### config.mk
export PLATFORM = sky130hd
export DESIGN_NAME = pipe_regs_dem
export DESIGN_NICKNAME = d
export VERILOG_FILES = /design/src/rtl/pipe_regs_dem.sv
export SDC_FILE = /design/constraint.sdc
export NUM_CORES = 1
export LEC_CHECK = 0
export CAP_MARGIN = 10
export CORE_AREA = 3 3 274 276
export CTS_CLUSTER_DIAMETER = 30
export DETAILED_ROUTE_END_ITERATION = 6
export DIE_AREA = 0 0 277 279
export DONT_BUFFER_PORTS = 1
export PLACE_DENSITY = 0.38
export SLEW_MARGIN = 20
export SYNTH_ARGS = -nofsm -noshare
export SYNTH_HDL_FRONTEND = slang
export SYNTH_SLANG_ARGS = --single-unit
### constraint.sdc
create_clock -name clk -period 1.1 [get_ports clk]
set_input_delay 0.165 -clock clk [delete_from_list [all_inputs] [get_ports clk]]
set_output_delay 0.165 -clock clk [all_outputs]
set_load 0.1 [all_outputs]
### src/rtl/pipe_regs_dem.sv
// pipe_regs_dem: D->E, E->M and M->W pipeline registers with bubble insertion and back-end freeze.
module pipe_regs_dem #(
   parameter logic [31:0] NOP_IR = 32'h0000_0000
) (
   input  logic        clk,
   input  logic        reset_n,
   input  logic        freeze,
   input  logic        stall,
   input  logic        flush_E,
   input  logic [31:0] IR_D,
   input  logic [31:0] PC_D,
   input  logic [31:0] RS_D,
   input  logic [31:0] RT_D,
   input  logic [31:0] EXT_D,
   input  logic        RWE_D,
   input  logic [4:0]  A3_D,
   input  logic [1:0]  Tnew_D,
   input  logic [31:0] AO_E,
   input  logic [31:0] RT_E_fwd,
   input  logic [31:0] DR_M,
   output logic [31:0] IR_E,
   output logic [31:0] PC_E,
   output logic [31:0] RS_E,
   output logic [31:0] RT_E,
   output logic [31:0] EXT_E,
   output logic        RWE_E,
   output logic [4:0]  A3_E,
   output logic [1:0]  Tnew_E,
   output logic [31:0] IR_M,
   output logic [31:0] PC_M,
   output logic [31:0] AO_M,
   output logic [31:0] RT_M,
   output logic        RWE_M,
   output logic [4:0]  A3_M,
   output logic [1:0]  Tnew_M,
   output logic [31:0] IR_W,
   output logic [31:0] PC_W,
   output logic [31:0] AO_W,
   output logic [31:0] DR_W,
   output logic        RWE_W,
   output logic [4:0]  A3_W
);
   logic       bubble;
   logic       we_d, we_e, we_m;
   logic [4:0] a3_d, a3_e, a3_m;
   logic [1:0] tnew_d, tnew_m;
   // A write is real only when enabled and aimed at a non-zero register; otherwise both fields read 0.
   always_comb begin
      bubble = stall | flush_E;
      we_d   = RWE_D & (A3_D != 5'd0);
      a3_d   = we_d ? A3_D : 5'd0;
      we_e   = RWE_E & (A3_E != 5'd0);
      a3_e   = we_e ? A3_E : 5'd0;
      we_m   = RWE_M & (A3_M != 5'd0);
      a3_m   = we_m ? A3_M : 5'd0;
      tnew_d = (Tnew_D == 2'd3) ? 2'd2 : Tnew_D;
      tnew_m = (Tnew_E == 2'd0) ? 2'd0 : Tnew_E - 2'd1;
   end
   always_ff @(posedge clk) begin
      if (!reset_n) begin
         IR_E   <= NOP_IR;
         PC_E   <= 32'd0;
         RS_E   <= 32'd0;
         RT_E   <= 32'd0;
         EXT_E  <= 32'd0;
         RWE_E  <= 1'b0;
         A3_E   <= 5'd0;
         Tnew_E <= 2'd0;
      end else if (!freeze) begin
         IR_E   <= bubble ? NOP_IR : IR_D;
         PC_E   <= bubble ? 32'd0 : PC_D;
         RS_E   <= bubble ? 32'd0 : RS_D;
         RT_E   <= bubble ? 32'd0 : RT_D;
         EXT_E  <= bubble ? 32'd0 : EXT_D;
         RWE_E  <= bubble ? 1'b0 : we_d;
         A3_E   <= bubble ? 5'd0 : a3_d;
         Tnew_E <= bubble ? 2'd0 : tnew_d;
      end
   end
   always_ff @(posedge clk) begin
      if (!reset_n) begin
         IR_M   <= NOP_IR;
         PC_M   <= 32'd0;
         AO_M   <= 32'd0;
         RT_M   <= 32'd0;
         RWE_M  <= 1'b0;
         A3_M   <= 5'd0;
         Tnew_M <= 2'd0;
      end else if (!freeze) begin
         IR_M   <= IR_E;
         PC_M   <= PC_E;
         AO_M   <= AO_E;
         RT_M   <= RT_E_fwd;
         RWE_M  <= we_e;
         A3_M   <= a3_e;
         Tnew_M <= tnew_m;
      end
   end
   always_ff @(posedge clk) begin
      if (!reset_n) begin
         IR_W  <= NOP_IR;
         PC_W  <= 32'd0;
         AO_W  <= 32'd0;
         DR_W  <= 32'd0;
         RWE_W <= 1'b0;
         A3_W  <= 5'd0;
      end else if (!freeze) begin
         IR_W  <= IR_M;
         PC_W  <= PC_M;
         AO_W  <= AO_M;
         DR_W  <= DR_M;
         RWE_W <= we_m;
         A3_W  <= a3_m;
      end
   end
endmodule

# Yosys cells after proc, flatten, opt, wreduce, memory -nomap -nowiden
# Cells that the tools add are included.
# op_classes
n_mux,13
eq_ne,1
add_sub_neg,1
bitwise,4
n_reduce_logical,4
# ops
operator,n
$mux W32,5
$mux W5,4
$reduce_bool A5 Y1,3
$mux W2,3
$and A1 B1 Y1,3
$eq A2 B2 Y1 const B,1
$logic_not A2 Y1,1
$sub A2 B1 Y2 const B,1
$mux W1,1
$or A1 B1 Y1,1
# word_totals
output_inout_bits,438
register_bits,438
in_bits,269
wordCells,44

# Longest topological paths before layout
# logic_depth
depth_word,4
mapped_depth,7
mapped_depth_nobuf,3

# Least setup slack after synthesis
# OpenSTA, ideal clock, no wires.
# synth_path
path_kind,flip-flop to flip-flop
start,register RWE_E
end,register RWE_M
synth_period_minus_slack_ns,1.642
stages_incl_launch_ff,4
setup_ns,0.076
path_slack_ns,-0.542
t_arrival_ns,1.566
cell_sequence,dfxtp_1 -> nor2b_1 -> o21ai_0 -> a21boi_0
# synth_via
elab_chain_cells,1
# synth_rtl
item,line,text
from (decl),26,"output logic RWE_E,"
from (signal assigned),75,RWE_E <= bubble ? 1'b0 : we_d;
$and A1 B1 Y1,52,we_e = RWE_E & (A3_E != 5'd0);
to (signal assigned),94,RWE_M <= we_e;
to (decl),33,"output logic RWE_M,"
# Every way passes these cells.
# A chain may end at the register's enable or synchronous reset.

==> impl_results.md <==
- Synthesized cell area: 0.01605 mm^2
- Synth Warn #: 0
- Worst R2R Path Depth: 5
- Gr ovfl total: 0
- Initial core utilization: 22.04%
- Power per standard cell area: 1697 mW/mm^2
- Top post-synthesis cells by count: dfxtp_1 (438), nor2b_1 (434), mux2i_1 (256)
- End of the critical path: DR_W[18]
- Worst Skew: 0.04635 ns
- Via density: 4.136
- Count leader, synth: dfxtp_1
- Synthesized netlist cell count: 1448
- # IOs: 707
- Worst-Margin Slew: 2.700 ns
- Minimum clock period: 1.798 ns
- CTS root buf: clkbuf_16
- # DRC: 0
- Syn nets: 1717
- Reg2reg end: A3_W[2]
- Relative slew slack: -79.99%
- Final ANT Viol Nets: 0
- DR pass1 iterations: 4
- Leak Pwr: 13.94 nW
- Failing checks: hold timing, slew limit, setup timing
- Crit path from: freeze
- Synth area leaders: dfxtp_1 (55%), nor2b_1 (17%), mux2i_1 (16%), a22oi_1 (7.9%), buf_2 (2.0%)
- Filler instances: 6434
- Detailed Route WL: 63.91 mm
- Primary FF master, synth: dfxtp_1
- Final worst setup slack: -0.6983 ns
- Setup Viol. Count Final: 638
- Cell taking the most area after synthesis: dfxtp_1
- Die W: 277 um
- Final Hold Viols: 266
- Status: finished with violations
- Number of global-route vias before repair: 15380
- RSZ-0062 raised after global routing: yes
- Chip Height: 279 um
- First-pass GRT wire length: 95.69 mm
- Drt first-iter violations: 568
- Net count, final: 2617
- Share of cells above drive strength 1: 52.45%
- Area grow syn2layout: 116.4%
- Longest Clk Path Bufs: 3
- Sink Count: 438
- Sequential fraction of the synthesis area: 54.62%
- Bufs and invs on worst path: 0
- Worst hold slack: -0.3347 ns
- Met3 Use GR: 5.242%
- Number of I/O port buffers: 0
- Placeable core area: 0.07283 mm^2
- Syn Area/Cell: 11.09 um^2
- EDFF count, synth: 0
- # rows: 99
- CP arrival: 2.31 ns
- Setup crit end kind: register
- Max frequency: 556.1 MHz
- Clock latency on the worst-skew pair: 0.65 ns
- Util after Layout: 47.70%
- Crit-path max FO: 445
- RePlAce Congestion: 0.7981
- Via count: 14078
- Flop2flop setup slack: -0.07 ns
- Die area: 0.07728 mm^2
- Async S/R FF share, synth: 0%
- GR Layer Usage met1: 16.91%
- Worst vdd ir: 1.396 mV
- Startpoint types: input pin
- Dpl cell area: 0.02584 mm^2
- Tot Pwr: 0.05895 W
- Met2 Resource Use GR: 28.52%
- Worst path cell trace: mux2i_1 -> nor2b_1
- Cell class contributing the biggest share of worst-path delay: multiplexers
- Largest net degree at the start of global routing: 446
- Worst r2r src: RWE_M
- Cell with the biggest individual delay on the critical path: mux2i_1
- Tcrit/Tclk final: 163.5%
- CTS buffer count: 117
- Share of the synthesized area in the top cell type: 54.62%
- Critical Path Max Stage Delay: 0.83 ns
- Worst Hold Depth: 1
- #FFs+latches synth: 438
- Maxcap violations: 0
- Min-Delay Path Class: input pin to register
- Setup Crit Path Kind: input pin to register
- Total track usage: 15.95%
- Slew Viols, Final: 214
- Yosys cell types: 19
- Antenna violations before repair: 1
- GRT Max-Usage Layer: met2
- Max H-tree Level: 3
- Clock-pin transition on the worst setup and hold timing paths: 0.04 ns
- Fin Setup TNS: -191.26 ns
- CTS tree: built
- Critical Path RT: 1.61 ns
- Hpwl dp: 42.13 mm
- Final Instance Area: 0.03474 mm^2
- Levels on crit path: 2
- Routed len/inst: 18.77 um
layer usage:
layer  vias up  routed length (um)
met1      6620               23350
met3       137                4682
li1       6809                   -
met5         -                   0
met2       512               33350
met4         0                2521
worst reg2reg max path: cells and delay by family, from the launching register on:
kind,cells,cell delay [ns]
compound gates,1,0.13
buf+inv,2,0.35
flops,1,0.37
simple gates,2,0.21
where the power goes:
part	total (W)	internal, W	switching, W
registers	0.0167	0.0162	0.000485
logic	0.00738	0.00330	0.00408
clock network	0.0349	0.0244	0.0105
total	0.0590	0.0439	0.0150
logic make-up after synthesis:
group / Yosys count / synth area share (%)
simple gates: 452 / 17.56
flops: 438 / 54.62
mux: 256 / 15.96
compound gates: 184 / 8.565
buf+inv: 118 / 3.297
through the flow:
step	worst slack (ns)	std cells
after global placement	-0.1490	2751
final	-0.6983	3404
after global routing	-0.3649	3404
after floorplan	-0.2168	1448
after CTS	-0.3618	3392
after detailed placement	-0.1256	2751
timing repair:
action	in CTS	in global routing
pin swaps	4	7
setup buffers	162	11
resized for setup	213	32
hold endpoints to repair	438	438
hold buffers	264	1
setup endpoints to repair	440	448
cells in the final DEF (no fill, tap or decap), drive strengths merged:
| cell | synthesis | routed |
|---|---|---|
| clkinvlp | 0 | 6 |
| a21oi | 1 | 1 |
| and2 | 3 | 3 |
| diode | 0 | 1 |
| o21ai | 5 | 5 |
| dlygate4sd3 | 0 | 265 |
| a32oi | 6 | 6 |
| nor3 | 1 | 1 |
| inv | 1 | 3 |
| nand2 | 9 | 9 |
| dfxtp | 438 | 438 |
| nor2b | 434 | 434 |
| mux2i | 256 | 256 |
| or4 | 3 | 3 |
| nor3b | 1 | 1 |
| a21boi | 2 | 2 |
| a22oi | 169 | 169 |
| bufinv | 0 | 14 |
| nand3 | 1 | 1 |
| clkbuf | 52 | 157 |
| clkinv | 0 | 36 |
| buf | 65 | 633 |
| o2111ai | 1 | 1 |
final cells by class:
cell class | count | area, um^2 | share of cell area (%)
tap | 959 | 1200 | 3.454
sequential | 438 | 9609 | 27.66
clock inverter | 58 | 785.8 | 2.262
multi-input combinational | 892 | 6804 | 19.58
antenna | 1 | 2.502 | 0.007203
inverter | 1 | 3.754 | 0.01080
clock buffer | 157 | 3349 | 9.641
timing repair buffer | 898 | 12990 | 37.38
how the worst min path moves through the flow:
stage	startpoint	to	slack [ns]
after global placement	RWE_D	RWE_E	0.32
after floorplan	RWE_D	RWE_E	0.30
after global routing	reset_n	IR_M[0]	-0.37
final	reset_n	IR_M[0]	-0.33
after CTS	reset_n	PC_M[23]	-0.38
after detailed placement	RWE_D	RWE_E	0.32
Note: power is estimated with default switching activity, not from simulation.
